--- src/rtl/wb_slave_mux_pkg.sv ---
// wb_intercon_defines: shared FSM states, Wishbone burst codes and a clog2 helper.
package wb_intercon_defines;
  typedef enum logic [1:0] {IDLE, ACTIVE, DERR, TOUT} state_t;
  localparam logic [2:0] cti_classic = 3'b000;
  localparam logic [2:0] cti_const = 3'b001;
  localparam logic [2:0] cti_incr = 3'b010;
  localparam logic [2:0] cti_end = 3'b111;
  localparam logic [1:0] bte_linear = 2'b00;
  localparam logic [1:0] bte_wrap4 = 2'b01;
  localparam logic [1:0] bte_wrap8 = 2'b10;
  localparam logic [1:0] bte_wrap16 = 2'b11;
  function automatic int clog2(input int v);
    int r = 0;
    while ((1 << r) < v) r++;
    return r;
  endfunction
endpackage

--- src/rtl/wb_addr_decode.sv ---
// wb_addr_decode: address match/mask compare with lowest-index-wins priority.
module wb_addr_decode
  import wb_intercon_defines::*;
#(
  parameter int aw = 32,
  parameter int num_slaves = 2,
  parameter logic [num_slaves*aw-1:0] match_addr = '0,
  parameter logic [num_slaves*aw-1:0] match_mask = '0,
  localparam int iw = num_slaves > 1 ? clog2(num_slaves) : 1
) (
  input  logic [aw-1:0] adr,
  output logic          hit,
  output logic [iw-1:0] index
);
  always_comb begin
    hit = 1'b0;
    index = '0;
    for (int i = num_slaves - 1; i >= 0; i--)
      if ((adr & match_mask[i*aw +: aw]) == (match_addr[i*aw +: aw] & match_mask[i*aw +: aw])) begin
        hit = 1'b1;
        index = iw'(i);
      end
  end
endmodule

--- src/rtl/wb_slave_mux.sv ---
// wb_slave_mux: routes one Wishbone master to one of num_slaves slaves, with decode-error and watchdog termination.
module wb_slave_mux
  import wb_intercon_defines::*;
#(
  parameter int dw = 32,
  parameter int aw = 32,
  parameter int num_slaves = 2,
  parameter logic [num_slaves*aw-1:0] match_addr = '0,
  parameter logic [num_slaves*aw-1:0] match_mask = '0,
  parameter int timeout_cycles = 255
) (
  input  logic                     wb_clk_i,
  input  logic                     wb_rst_n_i,
  input  logic [aw-1:0]            wbm_adr_i,
  input  logic [dw-1:0]            wbm_dat_i,
  input  logic [3:0]               wbm_sel_i,
  input  logic                     wbm_we_i,
  input  logic                     wbm_cyc_i,
  input  logic                     wbm_stb_i,
  input  logic [2:0]               wbm_cti_i,
  input  logic [1:0]               wbm_bte_i,
  output logic [dw-1:0]            wbm_dat_o,
  output logic                     wbm_ack_o,
  output logic                     wbm_err_o,
  output logic                     wbm_rty_o,
  output logic [num_slaves*aw-1:0] wbs_adr_o,
  output logic [num_slaves*dw-1:0] wbs_dat_o,
  output logic [num_slaves*4-1:0]  wbs_sel_o,
  output logic [num_slaves-1:0]    wbs_we_o,
  output logic [num_slaves*3-1:0]  wbs_cti_o,
  output logic [num_slaves*2-1:0]  wbs_bte_o,
  output logic [num_slaves-1:0]    wbs_cyc_o,
  output logic [num_slaves-1:0]    wbs_stb_o,
  input  logic [num_slaves*dw-1:0] wbs_dat_i,
  input  logic [num_slaves-1:0]    wbs_ack_i,
  input  logic [num_slaves-1:0]    wbs_err_i,
  input  logic [num_slaves-1:0]    wbs_rty_i
);
  localparam int iw = num_slaves > 1 ? clog2(num_slaves) : 1;
  localparam int ww = timeout_cycles > 0 ? clog2(timeout_cycles + 1) : 1;
  localparam logic [ww-1:0] wd_max = ww'(timeout_cycles > 0 ? timeout_cycles - 1 : 0);
  state_t state;
  logic [iw-1:0] sel_q, idx, cur;
  logic [ww-1:0] wd;
  logic hit, req, route, drv, term, tmo;
  wb_addr_decode #(
    .aw(aw), .num_slaves(num_slaves), .match_addr(match_addr), .match_mask(match_mask)
  ) u_dec (
    .adr(wbm_adr_i), .hit(hit), .index(idx)
  );
  assign req = wbm_cyc_i & wbm_stb_i;
  assign route = state == IDLE && req && hit;
  // Reset gates the combinational strobe/response paths so they drop without a clock edge.
  assign drv = wb_rst_n_i && (state == ACTIVE || route);
  assign cur = state == ACTIVE ? sel_q : idx;
  assign term = drv && (wbs_ack_i[cur] | wbs_err_i[cur] | wbs_rty_i[cur]);
  assign tmo = timeout_cycles != 0 && drv && wbm_stb_i && !term && wd == wd_max;
  assign wbm_dat_o = drv ? wbs_dat_i[cur*dw +: dw] : '0;
  assign wbm_ack_o = drv & wbs_ack_i[cur];
  assign wbm_rty_o = drv & wbs_rty_i[cur];
  assign wbm_err_o = (drv & wbs_err_i[cur]) | (wb_rst_n_i & (state == DERR || state == TOUT));
  assign wbs_adr_o = {num_slaves{wbm_adr_i}};
  assign wbs_dat_o = {num_slaves{wbm_dat_i}};
  assign wbs_sel_o = {num_slaves{wbm_sel_i}};
  assign wbs_we_o = {num_slaves{wbm_we_i}};
  assign wbs_cti_o = {num_slaves{wbm_cti_i}};
  assign wbs_bte_o = {num_slaves{wbm_bte_i}};
  for (genvar i = 0; i < num_slaves; i++) begin : g_slv
    assign wbs_cyc_o[i] = drv && cur == iw'(i) && wbm_cyc_i;
    assign wbs_stb_o[i] = drv && cur == iw'(i) && wbm_stb_i;
  end
  // The routing cycle in IDLE already counts as the first watchdog cycle.
  always_ff @(posedge wb_clk_i or negedge wb_rst_n_i)
    if (!wb_rst_n_i) begin
      state <= IDLE;
      sel_q <= '0;
      wd <= '0;
    end else begin
      state <= tmo ? TOUT :
               route ? ACTIVE :
               state == IDLE && req ? DERR :
               state == ACTIVE && wbm_cyc_i ? ACTIVE : IDLE;
      if (route) sel_q <= idx;
      wd <= (!drv || !wbm_stb_i || term || tmo) ? '0 : wd + 1'b1;
    end
endmodule

--- config.mk ---
export PLATFORM = sky130hd
export DESIGN_NAME = wb_slave_mux
export DESIGN_NICKNAME = d
export VERILOG_FILES = /design/src/rtl/wb_slave_mux_pkg.sv /design/src/rtl/wb_addr_decode.sv /design/src/rtl/wb_slave_mux.sv
export SDC_FILE = /design/constraint.sdc
export NUM_CORES = 1
export LEC_CHECK = 0
export CAP_MARGIN = 20
export CORE_AREA = 2 2 129 131
export CTS_CLUSTER_SIZE = 20
export DETAILED_ROUTE_END_ITERATION = 7
export DIE_AREA = 0 0 131 133
export GPL_TIMING_DRIVEN = 0
export PLACE_DENSITY = 0.51
export SLEW_MARGIN = 20
export SYNTH_ARGS = -nofsm -noshare
export SYNTH_HDL_FRONTEND = slang
export SYNTH_SLANG_ARGS = --single-unit
--- constraint.sdc ---
create_clock -name wb_clk_i -period 3.21 [get_ports wb_clk_i]
set_input_delay 0.963 -clock wb_clk_i [delete_from_list [all_inputs] [get_ports wb_clk_i]]
set_output_delay 0.963 -clock wb_clk_i [all_outputs]
set_load 0.03 [all_outputs]
Word level (Yosys, flattened, before mapping). Cells that the tools add are included.

Input port bits: 148. Register bits: 10.

Add/sub/neg operators: 1. Bitwise gates (word level): 8. Reduce and logical (&&, ||, !) cells: 17. Multiplexer cells: 5. Equality and inequality tests: 4.

Operators by type and width (count): $mux W32 (1); $add A8 B1 Y8 const B (1); $eq A8 B8 Y1 const B (1); $logic_and A1 B1 Y1 (8); $mux W8 (1); $and A1 B1 Y1 (5); $logic_or A1 B1 Y1 (5); $eq A2 B2 Y1 const B (2); $logic_not A1 Y1 (3); $or A1 B1 Y1 (3); $eq A2 B1 Y1 const B (1); $logic_not A2 Y1 (1); $mux W1 (2); $mux W2 (1).

Depth between registers and ports, before layout. Gate-level depths: netlist of the first run.

Word-level depth: 10. Mapped depth: 5.

Cells and area by module. Synthesis of the first run repeated with hierarchy kept, for this count alone.

Cell total of the unflattened synthesis: 330. Area, all modules: 2306.0 um2.

Modules (own cells, without submodules): wb_slave_mux (cells each 326, times used 1, area an instance 2283.4 um2); wb_addr_decode (cells each 4, times used 1, area an instance 22.5 um2).

Worst setup path before layout of the first run. OpenSTA, ideal clock, no wires.

Path kind: input to output. From: in wb_rst_n_i. To: out wbm_dat_o[10]. Slack: 0.478 ns. Data arrival time: 1.769 ns. Path buffers: 2. Cell stages on the path: 4. Required time: 2.247 ns. Cells stage by stage: nor2b_1 -> buf_2 -> clkbuf_1 -> and3_1.

Cells in the longest elaborated chain, start to end: 2.

Ends and longest elaborated chain: start: declaration (line wb_slave_mux.sv:13) `input logic wb_rst_n_i,`; $logic_and A1 B1 Y1 (line wb_slave_mux.sv:54) `assign drv = wb_rst_n_i && (state == ACTIVE || route);`; $mux W32 (line wb_slave_mux.sv:58) `assign wbm_dat_o = drv ? wbs_dat_i[cur*dw +: dw] : '0;`; end: declaration (line wb_slave_mux.sv:22) `output logic [dw-1:0] wbm_dat_o,`.

Every way passes these cells.

Final worst setup path of the first run.
From: in wbm_stb_i. To: out wbm_dat_o[3].

Cells in the longest elaborated chain, start to end: 5.

Ends and longest elaborated chain: start: declaration (line wb_slave_mux.sv:19) `input logic wbm_stb_i,`; $and A1 B1 Y1 (line wb_slave_mux.sv:51) `assign req = wbm_cyc_i & wbm_stb_i;`; $logic_and A1 B1 Y1 (line wb_slave_mux.sv:52) `assign route = state == IDLE && req && hit;`; $logic_or A1 B1 Y1 (line wb_slave_mux.sv:54); $logic_and A1 B1 Y1 (line wb_slave_mux.sv:54); $mux W32 (line wb_slave_mux.sv:58).

Every way passes these cells.

==> results of run 1 <==
[flip-flops by register name, indices dropped and copies added, names as in the netlist]
signal	cells
wd	8
state	2
[worst paths after layout]
kind	to	start	slack [ps]	depth (start not counted)
max reg2reg	wd[6]	state[1]	1700	4
max in group asynchronous	wd[7]	wb_rst_n_i	2500	1
min reg2reg	wd[0]	wd[0]	520	1
min in group asynchronous	wd[1]	wb_rst_n_i	560	1
min	wd[0]	wd[0]	520	1
max	wbm_dat_o[3]	wbm_stb_i	90	5
[where the power goes]
group,switching (µW),internal (µW)
registers,1.03,128
clock network,58.5,187
logic,347,352
[placed cells by master (no fill, tap or decap), types with 2 or more instances in the layout]
cell             Yosys  routed
clkdlybuf4s50_1      0     183
buf_4              150     153
and3_1              36      36
clkdlybuf4s15_2      0      14
buf_2                1      13
dfrtp_1             10      10
dlygate4sd2_1        0       9
nor3_1               6       6
clkbuf_2             0       5
nand3_1              3       3
inv_1                3       3
o21ai_0              3       3
clkbuf_16            0       3
or2_2                2       2
nor2b_1              2       2
clkbuf_4             0       2
nand4_1              2       2
nor2_1               2       2
or3_1                2       2
a211oi_1             2       2
nand2_1              2       2
xor2_1               2       2
ha_1                 2       2
conb_1               1       2
[what timing repair did]
action / CTS / global route
endpoints found under the setup margin: 37 / 11
gates resized for setup: 144 / 4
hold buffers: 0 / 0
[worst max-delay path: cells and delay by family]
kind / cells / cell delay [ps]
AOI/OAI and AO/OA: 1 / 260
buffers and inverters: 3 / 730
and+or+nand+nor: 1 / 200
[per-stage QoR]
| step | std cells | cell area [µm²] |
|---|---|---|
| final | 693 | 4450 |
| after floorplan | 246 | 1900 |
| after global routing | 693 | 4450 |
| after CTS | 693 | 4450 |
| after detailed placement | 689 | 4410 |
| after global placement | 689 | 4410 |
[metal layers]
layer / up-vias / part of all wire [%]
li1: 1098 / -
met1: 983 / 27
met2: 186 / 56
met3: 4 / 17
met4: 0 / 0.68
met5: - / 0
[final cells by class]
cell class | count | share of cell area (%)
timing repair buffer | 223 | 48.7
buffer | 157 | 26.2
sequential | 10 | 5.62
tap | 220 | 6.18
clock buffer | 4 | 2.00
inverter | 3 | 0.253
multi-input combinational | 76 | 11.1
[cells by family (layout without fill, tap and decap cells)]
family          count (synthesis)  count (layout)  share of synthesized area (%)
fa+ha+maj                       2               2                           1.32
other cells                     1               2                          0.198
xor+xnor                        3               3                           1.39
simple gates                   59              59                           18.8
buf+inv                       160             387                           61.4
compound gates                 10              10                           3.69
flops                          10              10                           13.2
==> results by group, run 1 <==
Power and ir drop
  • P per Cell Area: 241 mW/mm²
  • Final Power: 1070 µW
  • Max VDD drop: 0.000156 V
  • Leakage dissipation: 0.00212 µW

Yosys
  • Synth top area share: 59.4%
  • Area contributors post-synth: buf_4, dfrtp_1, and3_1
  • Post-synth EDFFs: 0
  • Synth unique cells: 27
  • Most used DFF post-synth: dfrtp_1
  • Sequential fraction of the synthesis area: 13.2%
  • Ys async rst share: 100%
  • Yosys reg bits: 10
  • Count leader, synth: buf_4
  • Mapped Avg Cell Area: 7.74 µm²
  • Synth cell count leaders: buf_4, and3_1, dfrtp_1
  • Synth Cell Area: 0.00190 mm²
  • Syn Inst Count: 245
  • Synth Warn #: 0
  • Biggest area consumer among synthesized cells: buf_4

Floorplan
  • Die Y: 133 µm
  • Die width: 131 µm
  • I/O pin count: 335
  • Core region area: 0.0162 mm²
  • Die Footprint: 0.0174 mm²
  • Cell Rows: 47
  • Initial Util: 11.7%

Final layout
  • Area Growth Syn to Fin: 135%
  • Ant. Diodes: 0
  • Nets@finish: 624
  • Register area: 250 µm²
  • Fillers: 1,734
  • Area of the multi-input gates: 493 µm²
  • Layout cells sized above 1: 41.9%
  • Utilization after layout: 27.5%

STA
  • Hold_ws: 521 ps
  • Final-report setup violation count: 0
  • Setup WS post-layout: 92.7 ps
  • RSZ-0062 raised after global routing: no
  • Hold Violations, Final: 0
  • Fmax: 0.321 GHz
  • Relative slew margins: 60.1%
  • Tmin final: 3120 ps
  • Worst slew pin tran: 597 ps
  • Setup TNS: 0 ps
  • Slew Viols, Final: 0
  • Clk_skew: 2.38 ps
  • Tcrit/Tclk final: 97.1%

Critical path
  • Slowest cell on the critical path: clkdlybuf4s18_2
  • CP peak stage delay: 290 ps
  • Required time worst endpoint: 2250 ps
  • Crit path max fanout: 10
  • Startpoint Class: primary input
  • Setup Crit Path Kind: primary input to output port
  • Critical path, cell by cell: dlygate4sd2_1, a21o_4, clkbuf_2, and3_1, clkdlybuf4s18_2
  • WP data arrival: 2150 ps
  • Endpoint class of the critical path: output port

Global routing
  • GRT Residual Overflow: 0
  • Met3 usage: 2.59%
  • Initial antenna violation count: 0
  • Number of global-route vias before repair: 2,147
  • GRT met1 Usage: 5.02%
  • Total GRT Usage: 6.63%
  • Busiest grt layer: met2
  • Largest net degree at the start of global routing: 13
  • First-pass GRT wire length: 9.44 mm
  • Met2 usage: 14.5%

Clocking
  • Htree depth: 1
  • Clock-pin slew on the worst setup and hold paths: 40 ps
  • Sink Count: 10
  • Root Driver: clkbuf_16
  • Buffer count from post-CTS setup fixing: 0
  • Max Root-Sink Buffers: 2
  • CTS tree: built
  • CTS Buf Count: 3
  • Clock latency on the worst-skew pair: 240 ps

Drt
  • Residual DRC: 0
  • Final antenna-violating net count: 0
  • Via density: 3.28
  • Routed wire length: 6.75 mm
  • 1st-pass router iterations: 3
  • Routed len/inst: 9.74 µm
  • Total number of vias: 2,271
  • DR iter-0 viols: 16

Min path
  • HP Class: flip-flop to flip-flop

Status
  • Status: complete, no violations

Placement
  • I/O Buffers: 223
  • Pre-CTS setup slack: -1160 ps
  • Post-DP HPWL: 6.18 mm
  • Gp weighted congestion: 0.755

Flow run
  • Max Cap Viol: 0
(Power assumes the default switching activity.)
==> run 2, diff against run 1 <==
- PLACE_DENSITY: 0.51 -> 0.59
- clock period: 3.21 -> 3.6 ns (I/O delays scaled with it)
==> run 2 against run 1 <==
Net effect: global-route usage is 1.7 points higher; non-clock buffer count up 1; via count shrank 3.0%; critical path type unchanged.
==> results by group, run 2 (synthesized netlist as in run 1, its figures left out) <==
Status
  • Status: complete, no violations (unchanged)

Drt
  • DR iter-0 viols: 32 (was 16)
  • 1st-pass router iterations: 4 (was 3)
  • Routed len/inst: 12.0 µm (was 9.74 µm)
  • Via density: 3.18 (was 3.28)
  • Routed wire length: 8.32 mm (was 6.75 mm)
  • Total number of vias: 2,203 (was 2,271)
  • Residual DRC: 0 (unchanged)
  • Final antenna-violating net count: 0 (unchanged)

Power and ir drop
  • P_sw: 366 µW (was 406 µW)
  • Pint: 570 µW (was 666 µW)
  • Clock network fraction of total power: 20.6% (was 22.9%)
  • Combinational power share: 67.1% (was 65.1%)
  • Max VDD drop: 0.000107 V (was 0.000156 V)
  • Sequential power share: 12.3% (was 12.0%)
  • P per Cell Area: 213 mW/mm² (was 241 mW/mm²)
  • Leakage dissipation: 0.00213 µW (was 0.00212 µW)
  • Sw Ratio: 39.1% (was 37.9%)

Floorplan
  • Cell Rows: 47 (unchanged)
  • Die Y: 133 µm (unchanged)
  • Core region area: 0.0162 mm² (unchanged)
  • I/O pin count: 335 (unchanged)
  • Die Footprint: 0.0174 mm² (unchanged)
  • Die width: 131 µm (unchanged)
  • Initial Util: 11.7% (unchanged)

Clocking
  • CTS tree: built (unchanged)
  • CTS Buf Count: 3 (unchanged)
  • Root Driver: clkbuf_16 (unchanged)
  • Htree depth: 1 (unchanged)
  • Clock latency on the worst-skew pair: 240 ps (about the same)
  • Max Root-Sink Buffers: 2 (unchanged)
  • Clock-pin slew on the worst setup and hold paths: 40 ps (about the same)
  • Sink Count: 10 (unchanged)

STA
  • Tmin final: 3550 ps
  • Fmax: 0.282 GHz
  • Relative slew margins: 61.2% (was 60.1%)
  • Worst slew pin tran: 580 ps (was 597 ps)
  • Hold_ws: 536 ps (was 521 ps)
  • Clk_skew: 0.704 ps (was 2.38 ps)
  • RSZ-0062 raised after global routing: no (unchanged)
  • Slew Viols, Final: 0 (unchanged)
  • Tcrit/Tclk final: 98.5%
  • Hold Violations, Final: 0 (unchanged)
  • Final-report setup violation count: 0 (unchanged)

Final layout
  • Commonest cells after routing, fill and taps aside: clkdlybuf4s50_1, buf_4, and3_1 (unchanged)
  • Commonest non-fill, non-tap cell in the layout: clkdlybuf4s50_1 (unchanged)
  • Design area: 0.00438 mm² (was 0.00445 mm²)
  • Biggest regs: wd (8), state (2) (unchanged)
  • Max reg flops: 8 (unchanged)
  • Nets@finish: 625 (was 624)
  • Largest reg by FF count: wd (unchanged)
  • Area Growth Syn to Fin: 131% (was 135%)
  • Ant. Diodes: 0 (unchanged)
  • Layout cells sized above 1: 42.5% (was 41.9%)

Placement
  • Gp weighted congestion: 0.662 (was 0.755)
  • Placed cell area: 0.00441 mm² (unchanged)
  • I/O Buffers: 223 (unchanged)
  • Post-DP HPWL: 7.37 mm (was 6.18 mm)

Min path
  • Hold EP: wd[0] (unchanged)
  • HP Class: flip-flop to flip-flop (unchanged)
  • Worst Hold Depth: 1 (unchanged)
  • Hold Startpoint: wd[0] (unchanged)

Critical path
  • R2r setup slk: 2050 ps (was 1700 ps)
  • Crit path max fanout: 10 (unchanged)
  • Reg2Reg Launch Point: state[1] (unchanged)
  • Required time worst endpoint: 2520 ps (was 2250 ps)
  • Reg2reg end: wd[6] (unchanged)
  • Setup Crit Path Kind: primary input to output port (unchanged)
  • Startpoint Class: primary input (unchanged)
  • Endpoint class of the critical path: output port (unchanged)
  • R2R depth: 4 (unchanged)
  • WP data arrival: 2470 ps (was 2150 ps)

Global routing
  • First-pass GRT wire length: 11.3 mm (was 9.44 mm)
  • GRT Residual Overflow: 0 (unchanged)
  • Initial antenna violation count: 0 (unchanged)
  • Total GRT Usage: 8.37% (was 6.63%)
  • Number of global-route vias before repair: 2,053 (was 2,147)
  • Largest net degree at the start of global routing: 13 (unchanged)

Flow run
  • Max Cap Viol: 0 (unchanged)
-- run 2: routing by layer --
| layer | up-vias | wire, µm | track usage, % |
|---|---|---|---|
| met3 | 4 | 1190 | 3.64 |
| li1 | 1102 | - | - |
| met2 | 141 | 4210 | 15.1 |
| met1 | 956 | 2900 | 9.20 |
| met5 | - | 0 | 0 |
| met4 | 0 | 26 | 1.06 |
-- run 2: how the worst max path moves through the flow --
stage | startpoint | end | slack [ps] | cells past startpoint
after detailed placement | wb_rst_n_i | wbm_dat_o[20] | -1100 | 6
after global routing | wbm_cyc_i | wbm_dat_o[18] | 0.8 | 5
after floorplan | wb_rst_n_i | wbm_dat_o[10] | 630 | 4
after global placement | wb_rst_n_i | wbm_dat_o[10] | -1100 | 6
final | wbm_cyc_i | wbm_dat_o[15] | 50 | 5
after CTS | wbm_stb_i | wbm_dat_o[6] | -6 | 5
-- run 2: per-stage QoR --
| stage | setup WS, ps | utilization [%] | power, µW | TNS, ps | instances |
|---|---|---|---|---|---|
| global placement | -1100 | 27.3 | 758 | -36620 | 689 |
| floorplan | 634 | - | 498 | 0 | 246 |
| finish | 54.8 | 27.1 | 935 | 0 | 693 |
| detailed placement | -1100 | 27.3 | 760 | -36930 | 689 |
| global route | 0.810 | 27.1 | 979 | 0 | 693 |
| CTS | -5.74 | 27.5 | 954 | -21.1 | 693 |
-- run 2: critical path, cell delays in order --
cell and delay (ps):
clkdlybuf4s50_1 520, a21o_4 210, clkbuf_4 200, and3_1 160, clkdlybuf4s15_2 290
-- run 2: repair_timing --
item                                    CTS  global route
pin swaps                                 1             1
buffers inserted                          1             0
hold buffers                              0             0
endpoints found under the hold margin     0             0
gates resized for setup                 149            26
endpoints found under the setup margin   37            22
-- run 2: area by class of cell --
| class | count | area [µm²] |
|---|---|---|
| plain buffers | 157 | 1170 |
| clock buffers | 3 | 75.1 |
| fillers | 1790 | 11800 |
| inverters | 3 | 11.3 |
| multi-input cells | 76 | 497 |
| flip-flops and latches | 10 | 250 |
| well taps | 220 | 275 |
| repair buffers | 224 | 2110 |
-- run 2: power groups by stage --
stage | combinational, µW | sequential, µW | clock [µW]
2_1_floorplan | 382 | 116 | 0
4_1_cts | 638 | 115 | 201
3_3_place_gp | 642 | 116 | 0
5_1_grt | 658 | 115 | 206
3_5_place_dp | 644 | 116 | 0
6_report | 627 | 115 | 193
